<file path="src/rtl/snake_pkg.sv">
// Shared constants and types for the snake body datapath.
// Contents: screen/store geometry, dir encoding, segment payload struct,
// default-segment helper.
package snake_pkg;

  localparam int unsigned MAX_LEN  = 64;
  localparam int unsigned ADDR_W   = 6;
  localparam int unsigned X_W      = 8;
  localparam int unsigned Y_W      = 7;
  localparam int unsigned SCREEN_W = 160;
  localparam int unsigned SCREEN_H = 120;
  localparam int unsigned START_X  = 80;
  localparam int unsigned START_Y  = 60;
  localparam int unsigned BLK      = 2;
  localparam int unsigned SEG_W    = X_W + Y_W;

  localparam logic [1:0] DIR_RIGHT = 2'b00;
  localparam logic [1:0] DIR_LEFT  = 2'b01;
  localparam logic [1:0] DIR_UP    = 2'b10;
  localparam logic [1:0] DIR_DOWN  = 2'b11;

  localparam logic [2:0] COLOUR_BLACK = 3'b000;

  // One segment = top-left pixel of a 2x2 block.
  typedef struct packed {
    logic [X_W-1:0] x;
    logic [Y_W-1:0] y;
  } seg_t;

  // Default body laid out leftward from the start position, wrapping on x.
  function automatic seg_t def_seg(input logic [ADDR_W-1:0] a);
    int v;
    seg_t s;
    v = int'(START_X) - int'(BLK) * int'({26'd0, a});
    if (v < 0) v = v + int'(SCREEN_W);
    s.x = X_W'(v);
    s.y = Y_W'(START_Y);
    return s;
  endfunction

endpackage

</file>
<file path="src/rtl/snake_body_datapath_if.sv">
// Controller <-> datapath bus: movement/shift strobes in, registered pixel writes out.
// master: controller side (drives strobes, dir, colour_in; sees pixel outputs)
// slave : datapath side
interface snake_body_datapath_if;
  import snake_pkg::*;

  logic [1:0]     dir;
  logic           ld_head;
  logic           ld_def;
  logic           update_head;
  logic           ld_head_prev;
  logic           ld_q_curr;
  logic           ld_prev_q;
  logic           ld_curr_prev;
  logic           inc_address;
  logic           rst_address;
  logic           drawQ;
  logic           drawCurr;
  logic           rowNum;
  logic           colNum;
  logic [2:0]     colour_in;
  logic [X_W-1:0] x;
  logic [Y_W-1:0] y;
  logic [2:0]     colour;
  logic           plot;
  logic           wall_hit;

  modport master (
    output dir, ld_head, ld_def, update_head, ld_head_prev, ld_q_curr, ld_prev_q,
           ld_curr_prev, inc_address, rst_address, drawQ, drawCurr, rowNum, colNum,
           colour_in,
    input  x, y, colour, plot, wall_hit
  );

  modport slave (
    input  dir, ld_head, ld_def, update_head, ld_head_prev, ld_q_curr, ld_prev_q,
           ld_curr_prev, inc_address, rst_address, drawQ, drawCurr, rowNum, colNum,
           colour_in,
    output x, y, colour, plot, wall_hit
  );

endinterface

</file>
<file path="src/rtl/snake_seg_ram.sv">
// Segment coordinate store: DEPTH x DW register file, async read, sync write, no reset.
// Ports: clk; we (write enable); addr (shared read/write address); wdata; q (async read data).
module snake_seg_ram #(
  parameter int unsigned DEPTH = 64,
  parameter int unsigned AW    = 6,
  parameter int unsigned DW    = 15
) (
  input  logic          clk,
  input  logic          we,
  input  logic [AW-1:0] addr,
  input  logic [DW-1:0] wdata,
  output logic [DW-1:0] q
);

  logic [DW-1:0] mem [DEPTH];

  always_ff @(posedge clk) begin
    if (we) mem[addr] <= wdata;
  end

  assign q = mem[addr];

endmodule

</file>
<file path="src/rtl/snake_body_datapath.sv">
// Snake body datapath: head register, segment store and shift registers driven by
// controller strobes; emits registered 2x2-block pixel writes.
// Ports: clk; rst (async, active-low); bus (snake_body_datapath_if.slave).
// Build option: define SNAKE_WALL_DETECT_EN to stop the head at screen edges and
// raise a sticky wall_hit instead of wrapping.
module snake_body_datapath
  import snake_pkg::*;
(
  input  logic                  clk,
  input  logic                  rst,
  snake_body_datapath_if.slave  bus
);

`ifdef SNAKE_WALL_DETECT_EN
  localparam bit WALL_EN = 1'b1;
`else
  localparam bit WALL_EN = 1'b0;
`endif

  localparam logic [X_W-1:0] X_MAX = X_W'(SCREEN_W - BLK);
  localparam logic [Y_W-1:0] Y_MAX = Y_W'(SCREEN_H - BLK);
  localparam seg_t           START = '{x: X_W'(START_X), y: Y_W'(START_Y)};

  seg_t              head, prev, curr;
  logic [ADDR_W-1:0] addr;
  seg_t              q;
  seg_t              wdata_c;
  logic              we_c;
  seg_t              head_nxt_c;
  logic              edge_c;
  seg_t              base_c;
  logic              wall_q;

  // ld_def has priority over ld_prev_q; no writes while reset is held.
  assign we_c    = rst & (bus.ld_def | bus.ld_prev_q);
  assign wdata_c = bus.ld_def ? def_seg(addr) : prev;

  snake_seg_ram #(.DEPTH(MAX_LEN), .AW(ADDR_W), .DW(SEG_W)) u_ram (
    .clk   (clk),
    .we    (we_c),
    .addr  (addr),
    .wdata (wdata_c),
    .q     (q)
  );

  // One-block head step with screen wrap; edge_c flags a wrap.
  always_comb begin
    head_nxt_c = head;
    edge_c     = 1'b0;
    case (bus.dir)
      DIR_RIGHT: if (head.x == X_MAX) begin head_nxt_c.x = '0; edge_c = 1'b1; end
                 else head_nxt_c.x = head.x + X_W'(BLK);
      DIR_LEFT:  if (head.x == '0) begin head_nxt_c.x = X_MAX; edge_c = 1'b1; end
                 else head_nxt_c.x = head.x - X_W'(BLK);
      DIR_UP:    if (head.y == '0) begin head_nxt_c.y = Y_MAX; edge_c = 1'b1; end
                 else head_nxt_c.y = head.y - Y_W'(BLK);
      default:   if (head.y == Y_MAX) begin head_nxt_c.y = '0; edge_c = 1'b1; end
                 else head_nxt_c.y = head.y + Y_W'(BLK);
    endcase
  end

  assign base_c = bus.drawQ ? q : curr;

  // Head, shift registers and address.
  always_ff @(posedge clk or negedge rst) begin
    if (!rst) begin
      head   <= START;
      prev   <= '0;
      curr   <= '0;
      addr   <= '0;
      wall_q <= 1'b0;
    end else begin
      if (bus.ld_head) head <= START;
      else if (bus.update_head && !(WALL_EN && edge_c)) head <= head_nxt_c;

      if (bus.update_head && WALL_EN && edge_c) wall_q <= 1'b1;

      if (bus.ld_head_prev)      prev <= head;
      else if (bus.ld_curr_prev) prev <= curr;

      if (bus.ld_q_curr) curr <= q;

      if (bus.rst_address)      addr <= '0;
      else if (bus.inc_address) addr <= addr + ADDR_W'(1);
    end
  end

  // Pixel write register; coordinates and colour hold when idle.
  always_ff @(posedge clk or negedge rst) begin
    if (!rst) begin
      bus.x      <= '0;
      bus.y      <= '0;
      bus.colour <= '0;
      bus.plot   <= 1'b0;
    end else begin
      bus.plot <= bus.drawQ | bus.drawCurr;
      if (bus.drawQ || bus.drawCurr) begin
        bus.x      <= base_c.x + X_W'(bus.colNum);
        bus.y      <= base_c.y + Y_W'(bus.rowNum);
        bus.colour <= bus.drawQ ? bus.colour_in : COLOUR_BLACK;
      end
    end
  end

  assign bus.wall_hit = wall_q;

endmodule
</file>
<file path="src/flat_wrapper.sv">
// flat-port wrapper written by rule: the top's interface ports become plain ports
module snake_body_datapath_flat import snake_pkg::*;
  (clk, rst, bus_dir, bus_ld_head, bus_ld_def, bus_update_head, bus_ld_head_prev, bus_ld_q_curr, bus_ld_prev_q, bus_ld_curr_prev, bus_inc_address, bus_rst_address, bus_drawQ, bus_drawCurr, bus_rowNum, bus_colNum, bus_colour_in, bus_x, bus_y, bus_colour, bus_plot, bus_wall_hit);
  snake_body_datapath_if bus_i ();
  input  logic clk;
  input  logic rst;
  input wire logic [$bits(bus_i.dir)-1:0] bus_dir;
  input wire logic [$bits(bus_i.ld_head)-1:0] bus_ld_head;
  input wire logic [$bits(bus_i.ld_def)-1:0] bus_ld_def;
  input wire logic [$bits(bus_i.update_head)-1:0] bus_update_head;
  input wire logic [$bits(bus_i.ld_head_prev)-1:0] bus_ld_head_prev;
  input wire logic [$bits(bus_i.ld_q_curr)-1:0] bus_ld_q_curr;
  input wire logic [$bits(bus_i.ld_prev_q)-1:0] bus_ld_prev_q;
  input wire logic [$bits(bus_i.ld_curr_prev)-1:0] bus_ld_curr_prev;
  input wire logic [$bits(bus_i.inc_address)-1:0] bus_inc_address;
  input wire logic [$bits(bus_i.rst_address)-1:0] bus_rst_address;
  input wire logic [$bits(bus_i.drawQ)-1:0] bus_drawQ;
  input wire logic [$bits(bus_i.drawCurr)-1:0] bus_drawCurr;
  input wire logic [$bits(bus_i.rowNum)-1:0] bus_rowNum;
  input wire logic [$bits(bus_i.colNum)-1:0] bus_colNum;
  input wire logic [$bits(bus_i.colour_in)-1:0] bus_colour_in;
  output wire logic [$bits(bus_i.x)-1:0] bus_x;
  output wire logic [$bits(bus_i.y)-1:0] bus_y;
  output wire logic [$bits(bus_i.colour)-1:0] bus_colour;
  output wire logic [$bits(bus_i.plot)-1:0] bus_plot;
  output wire logic [$bits(bus_i.wall_hit)-1:0] bus_wall_hit;
  assign bus_i.dir = bus_dir;
  assign bus_i.ld_head = bus_ld_head;
  assign bus_i.ld_def = bus_ld_def;
  assign bus_i.update_head = bus_update_head;
  assign bus_i.ld_head_prev = bus_ld_head_prev;
  assign bus_i.ld_q_curr = bus_ld_q_curr;
  assign bus_i.ld_prev_q = bus_ld_prev_q;
  assign bus_i.ld_curr_prev = bus_ld_curr_prev;
  assign bus_i.inc_address = bus_inc_address;
  assign bus_i.rst_address = bus_rst_address;
  assign bus_i.drawQ = bus_drawQ;
  assign bus_i.drawCurr = bus_drawCurr;
  assign bus_i.rowNum = bus_rowNum;
  assign bus_i.colNum = bus_colNum;
  assign bus_i.colour_in = bus_colour_in;
  assign bus_x = bus_i.x;
  assign bus_y = bus_i.y;
  assign bus_colour = bus_i.colour;
  assign bus_plot = bus_i.plot;
  assign bus_wall_hit = bus_i.wall_hit;
  snake_body_datapath u_core (.clk(clk), .rst(rst), .bus(bus_i));
endmodule
</file>
<file path="config.mk">
export PLATFORM = sky130hd
export DESIGN_NAME = snake_body_datapath_flat
export DESIGN_NICKNAME = d
export VERILOG_FILES = /design/src/rtl/snake_pkg.sv /design/src/rtl/snake_body_datapath_if.sv /design/src/rtl/snake_seg_ram.sv /design/src/rtl/snake_body_datapath.sv /design/src/flat_wrapper.sv
export SDC_FILE = /design/constraint.sdc
export NUM_CORES = 1
export LEC_CHECK = 0
export ABC_CLOCK_PERIOD_IN_PS = 4100
export CAP_MARGIN = 20
export CORE_ASPECT_RATIO = 1.1
export CORE_MARGIN = 1.5
export CORE_UTILIZATION = 45
export CTS_CLUSTER_DIAMETER = 200
export DETAILED_ROUTE_END_ITERATION = 6
export DONT_BUFFER_PORTS = 1
export PLACE_DENSITY_LB_ADDON = 0.3
export SETUP_SLACK_MARGIN = 0.4
export SYNTH_ARGS = -nofsm -noshare
export SYNTH_HDL_FRONTEND = slang
export SYNTH_HIERARCHICAL = 1
export SYNTH_SLANG_ARGS = --single-unit
</file>
<file path="constraint.sdc">
create_clock -name clk -period 4.1 [get_ports clk]
set_input_delay 0.205 -clock clk [delete_from_list [all_inputs] [get_ports clk]]
set_output_delay 0.205 -clock clk [all_outputs]
set_load 0.1 [all_outputs]
</file>
Yosys cells after proc, flatten, opt, wreduce, memory -nomap -nowiden
Memory sizes are Yosys's and may differ from the RTL's.
Index checks and enable logic that the tools add are counted.
{"block": "totals", "latch_bits": 0, "register_bits": 70, "output_inout_bits": 20, "wordCells": 59, "mem_bits_ro": 0, "ramBits": 960, "memories": 1}
{"memory": "u_core.u_ram.mem", "words": 64, "word_bits": 15, "rd": 1, "rd_clocked_by_memory_dff": 0, "write_ports": 1, "line_no": "snake_seg_ram.sv:15", "rtl": "logic [DW-1:0] mem [DEPTH];"}
{"block": "classes", "multipliers": 0, "eq_ne": 5, "reduce_logical": 11, "muxes": 18, "shifts": 0, "div_mod_pow": 0, "n_bitwise": 3, "magnitude_cmp": 1, "n_addsub": 9}
{"cell": "two-way mux 15 bit", "count": 6}
{"cell": "two-way mux 8 bit", "count": 3}
{"cell": "case mux 8 bit (2 select lines)", "count": 1}
{"cell": "two-way mux 7 bit", "count": 2}
{"cell": "case mux 7 bit (2 select lines)", "count": 1}
{"cell": "two-way mux 6 bit", "count": 2}
{"cell": "adder 8 x 1 -> 8 bit", "count": 1}
{"cell": "adder 8 x 2 -> 8 bit, second input constant", "count": 1}
{"cell": "adder 8 bit, second input constant", "count": 1}
{"cell": "equality test 8 bit, second input constant", "count": 1}
{"cell": "logical NOT 8 bit", "count": 1}
{"cell": "< comparator 8 x 1 -> 1 bit, second input constant", "count": 1}
{"cell": "subtractor 7 x 7 -> 8 bit, first input constant", "count": 1}
{"cell": "subtractor 8 x 2 -> 8 bit, second input constant", "count": 1}
{"cell": "adder 7 x 1 -> 7 bit", "count": 1}
{"cell": "adder 7 x 2 -> 7 bit, second input constant", "count": 1}
{"cell": "equality test 7 bit, second input constant", "count": 1}
{"cell": "logical NOT 7 bit", "count": 1}
{"cell": "subtractor 7 x 2 -> 7 bit, second input constant", "count": 1}
{"cell": "adder 6 x 1 -> 6 bit, second input constant", "count": 1}
{"cell": "nonzero test 2 bit", "count": 3}
{"cell": "AND reduction 2 bit", "count": 2}
{"cell": "two-way mux 3 bit", "count": 1}
{"cell": "nonzero test 3 bit", "count": 1}
{"cell": "9 further kinds", "count": 11}

Longest topological paths before layout
{"block": "logic_depth", "ltp_word": 5, "mapped_depth": 18, "ltp_nobuf": 13}

By module
Netlist, hierarchy kept.
{"mod": "snake_seg_ram", "cells_each": 2116, "n_inst": 1, "area_per_inst_um2": 36963.0}
{"mod": "snake_body_datapath", "cells_each": 428, "n_inst": 1, "area_per_inst_um2": 4225.3}

Worst setup path before layout
OpenSTA, ideal clock, no wires.
{"block": "synth_path", "path_kind": "register -> register", "from": "register u_core.addr[0]", "to": "memory u_core.u_ram.mem[0][14] (data pin)", "period_less_slack_ps": 3731, "t_arrival_ps": 3178, "required_ps": 3548, "path_slack_ps": 369, "stages_incl_launch_ff": 7, "cell_sequence": "dfrtp_1 > or3_4 > a21oi_2 > xor2_1 > ha_1 > nand2_1 > o22ai_1"}
{"element": "start: declaration", "line_no": "snake_body_datapath.sv:25", "rtl": "logic [ADDR_W-1:0] addr;"}
{"element": "start signal: assignment", "line_no": "snake_body_datapath.sv:84", "rtl": "else if (bus.inc_address) addr <= addr + ADDR_W'(1);"}
{"element": "end: declaration", "line_no": "snake_seg_ram.sv:15"}

==> summary.md <==
| Metric | Value |
|---|---|
| Routed vias/inst | `6.48` |
| Maxcap violations | `0` |
| Synth Instances | `2544` |
| Post-Route WL | `125 mm` |
| Area of the die | `about 93000 µm²` |
| Period utilisation layout | `93.1%` |
| Fill count | `~7200` |
| Syn nets | `2575` |
| Gr ovfl total | `0` |
| Residual DRC | `0` |
| Tot GR Track Use | `26.6%` |
| Routed via count | `~26000` |
| Critical Path Start Type | `flop` |
| DR WL met2 | `58.3 mm` |
| Syn Area/Cell | `16.2 µm²` |
| DIE WIDTH | `291 µm` |
| Net Sw Frac | `between 20% and 30%` |
| Die height | `around 320 µm` |
| Ys Warns | `8` |
| Port buffer count | `0` |
| Final Setup Violations | `0` |
| Failing checks | `hold timing` |
| CORE AREA | `90900 µm²` |
| Top cell type's share of synthesized area | `70.0%` |
| Distinct cell type count after synthesis | `90` |
| Final hold violations | `12` |
| Final TNS setup | `0 ns` |
| Synth async-reset ratio | `around 6.6%` |
| Largest area contributor in the netlist | `edfxtp_1` |
| Rel. slew slack | `25.5%` |
| Critical path class | `reg2reg` |
| Leakage Power | `15.9 nW` |
| Pre-Repair DR Iteration Count | `6` |
| P per Cell Area | `487 nW/µm²` |
| Worst Skew | `0.0350 ns` |
| Iter 0 DRT Violations | `3607` |
| Seq pwr share | `52.1%` |
| PnR worst setup slack | `0.282 ns` |
| Leading post-synthesis cells by cell area | `edfxtp_1 (70%), dfrtp_1 (3.8%), a221oi_1 (3.4%)` |
| Vias in the first global route | `around 26000` |
| Final antenna-violating net count | `0` |
| Htree depth | `3` |
| Power share of the combinational group | `under 10%` |
| Register area share after synthesis | `74.1%` |
| Count of flip-flops with a built-in enable after synthesis | `960` |
| Routed wl met3 | `approximately 14 mm` |
| Initial Utilization | `between 40% and 50%` |
| CTS max path bufs | `3` |
| NetSw | `5.88 mW` |
| Root Driver | `clkbuf_16` |
| Worst hold slack | `-0.385 ns` |
| Synthesis-to-layout area growth | `17.5%` |
| Std-Cell Rows | `116` |
| Antenna violations before repair | `3` |
| Highest Signal Layer | `met5` |
| Metal-1 WL | `46.4 mm` |
| Synthesized area | `41200 µm²` |
| Inserted Diodes | `0` |
| Worst Max-Slew Pin Slew | `approximately 1.1 ns` |
| Max frequency | `0.262 GHz` |
| Count leader, synth | `edfxtp_1` |
| Worst min-delay path class | `in2reg` |
| Internal power | `17.7 mW` |
| First-pass GRT wire length | `181 mm` |
| Worst vdd ir | `292 µV` |
| Clock network power share | `38.4%` |
| Synthesis-stage register bit count | `1028` |
| Worst-skew pair later-pin latency | `0.68 ns` |
| Data required, critical path | `about 4.7 ns` |
| GPL Wtd Cong | `0.927` |
| Data arrival, critical path | `4.38 ns` |
| Pins Over Slew Limit | `0` |
| CP max FO | `7` |
| Cts bufs inserted | `102` |
| Routed len/inst | `31.0 µm` |
| Layout net count | `2819` |
| Cts hold-fix bufs | `30` |
| Layout cells sized above 1 | `around 22%` |
| CTS tree | `built` |
| Most frequent cells after synthesis | `edfxtp_1 (960), a221oi_1 (162), nor2_1 (154)` |
| Primary FF master, synth | `edfxtp_1` |
| Hpwl dp | `76.2 mm` |
| Tmin final | `~3.8 ns` |
| Num Clock Sinks | `1028` |
| IO Pins | `40` |
| Outcome | `finished, violations left` |
| Worst-path clk slew | `0.06 ns` |
| RSZ-0062 raised after global routing | `true` |
| Largest net degree at the start of global routing | `76` |
| Post-Place Setup Slack | `~0.051 ns` |
| Crit. End Element | `flop` |
metrics by stage:
stage | std cells | power (mW) | util [%] | hold slack (ns) | area [µm²]
2_1_floorplan | 2544 | 13.6 | - | -0.0906 | 41200
3_3_place_gp | 3790 | 14.4 | 48.4 | -0.0890 | 43900
3_5_place_dp | 3790 | 14.5 | 48.4 | -0.0888 | 43900
4_1_cts | 4029 | 23.5 | 52.8 | -0.409 | 47900
5_1_grt | 4044 | 24.1 | 53.3 | -0.407 | 48400
6_report | 4044 | 23.6 | 53.3 | -0.385 | 48400
critical path, stage by stage, from the launching register on:
cell,delay [ns]
dfrtp_4,0.52
buf_4,0.17
buf_4,0.13
inv_2,0.16
nand2_1,0.19
buf_4,0.22
o22ai_1,0.30
a221oi_1,0.12
buf_4,0.17
o2111ai_1,0.44
or4_1,0.22
nand4_1,0.16
a221oi_2,0.40
xor2_1,0.12
a221o_2,0.37
final timing paths:
| path | slack [ns] | startpoint | depth (start not counted) | to |
|---|---|---|---|---|
| max in group asynchronous | 3.69 | rst | 2 | u_core/head[4]$_DFFE_PN1P_ |
| hold / removal | -0.39 | bus_drawQ | 1 | u_core/bus.y[2]$_DFFE_PN0P_ |
| hold reg to reg | 0.53 | u_core/prev[0]$_DFFE_PN0P_ | 2 | u_core/prev[0]$_DFFE_PN0P_ |
| setup / recovery | 0.28 | u_core/addr[1]$_DFFE_PN0P_ | 14 | u_core/bus.x[7]$_DFFE_PN0P_ |
| min in group asynchronous | 0.05 | rst | 2 | u_core/head[12]$_DFFE_PN0P_ |
| setup reg to reg | 0.28 | u_core/addr[1]$_DFFE_PN0P_ | 14 | u_core/bus.x[7]$_DFFE_PN0P_ |
registers in the layout, indices dropped and copies added (netlist names):
signal             count
u_core/u_ram/mem     960
u_core/curr           15
u_core/prev           15
u_core/head           13
u_core/bus.x           8
u_core/bus.y           7
u_core/addr            6
u_core/bus.colour      3
u_core/bus.plot        1
power by group through the flow:
stage / registers, mW / clock network [mW] / logic (mW)
after floorplan: 12.5 / 0 / 1.14
after global placement: 12.5 / 0 / 1.92
after detailed placement: 12.5 / 0 / 1.96
after CTS: 12.3 / 9.11 / 2.12
after global routing: 12.3 / 9.50 / 2.35
final: 12.3 / 9.04 / 2.24
what timing repair did:
item,in CTS,in global routing
setup endpoints to repair,13,12
hold endpoints to repair,225,11
cloned,3,2
pin swaps,9,29
buffers inserted,26,10
gates resized for setup,48,65
layer usage:
layer  up-vias  GRT usage [%]
li1      10800              -
met1     13400           34.9
met2      1667           42.0
met3       348           5.73
met4         4           13.5
met5         -              0
cell families (layout without fill, tap and decap cells):
group | count (synthesis) | count (layout) | synth area share [%]
xor gates and xnor gates | 25 | 25 | 0.532
DFF | 1028 | 1028 | 74.1
buffers and inverters | 216 | 536 | 2.74
other | 1 | 1 | 0.00910
and+or+nand+nor | 392 | 392 | 4.61
adders and majority gates | 11 | 11 | 0.334
muxes | 180 | 180 | 5.32
AOI/OAI and AO/OA | 691 | 691 | 12.3
cell type report:
type | instances | area [µm²] | share of cell area [%]
tap | 1180 | 1480 | 3.05
clock buffer | 116 | 2650 | 5.47
inverter | 21 | 78.8 | 0.163
timing repair buffer | 335 | 3140 | 6.49
clock inverter | 64 | 531 | 1.10
multi-input combinational | 1300 | 9990 | 20.6
sequential | 1028 | 30500 | 63.1
cells in the final DEF, fill, tap and decap left out, types with 8 or more instances in the layout:
cell	count
nor2b_4	11
a21oi_1	77
o21ai_1	17
o22ai_1	34
dfrtp_1	59
mux2_2	48
clkinv_1	26
nor2b_1	8
bufinv_16	8
xnor2_1	12
clkbuf_16	106
nand3_1	24
clkbuf_1	12
nor3_1	27
nor2_1	153
nand4_1	16
dlygate4sd3_1	29
o211ai_1	9
xor2_1	13
o221ai_1	15
o21ai_0	83
a221oi_1	151
edfxtp_1	960
a221o_1	12
buf_4	255
a211oi_1	23
a22oi_2	9
inv_1	18
a221oi_2	16
a22oi_1	139
mux4_2	25
clkinv_2	20
mux2i_1	98
a22o_1	31
nand2_1	75
buf_6	15
buf_12	25
(Power assumes the default switching activity.)
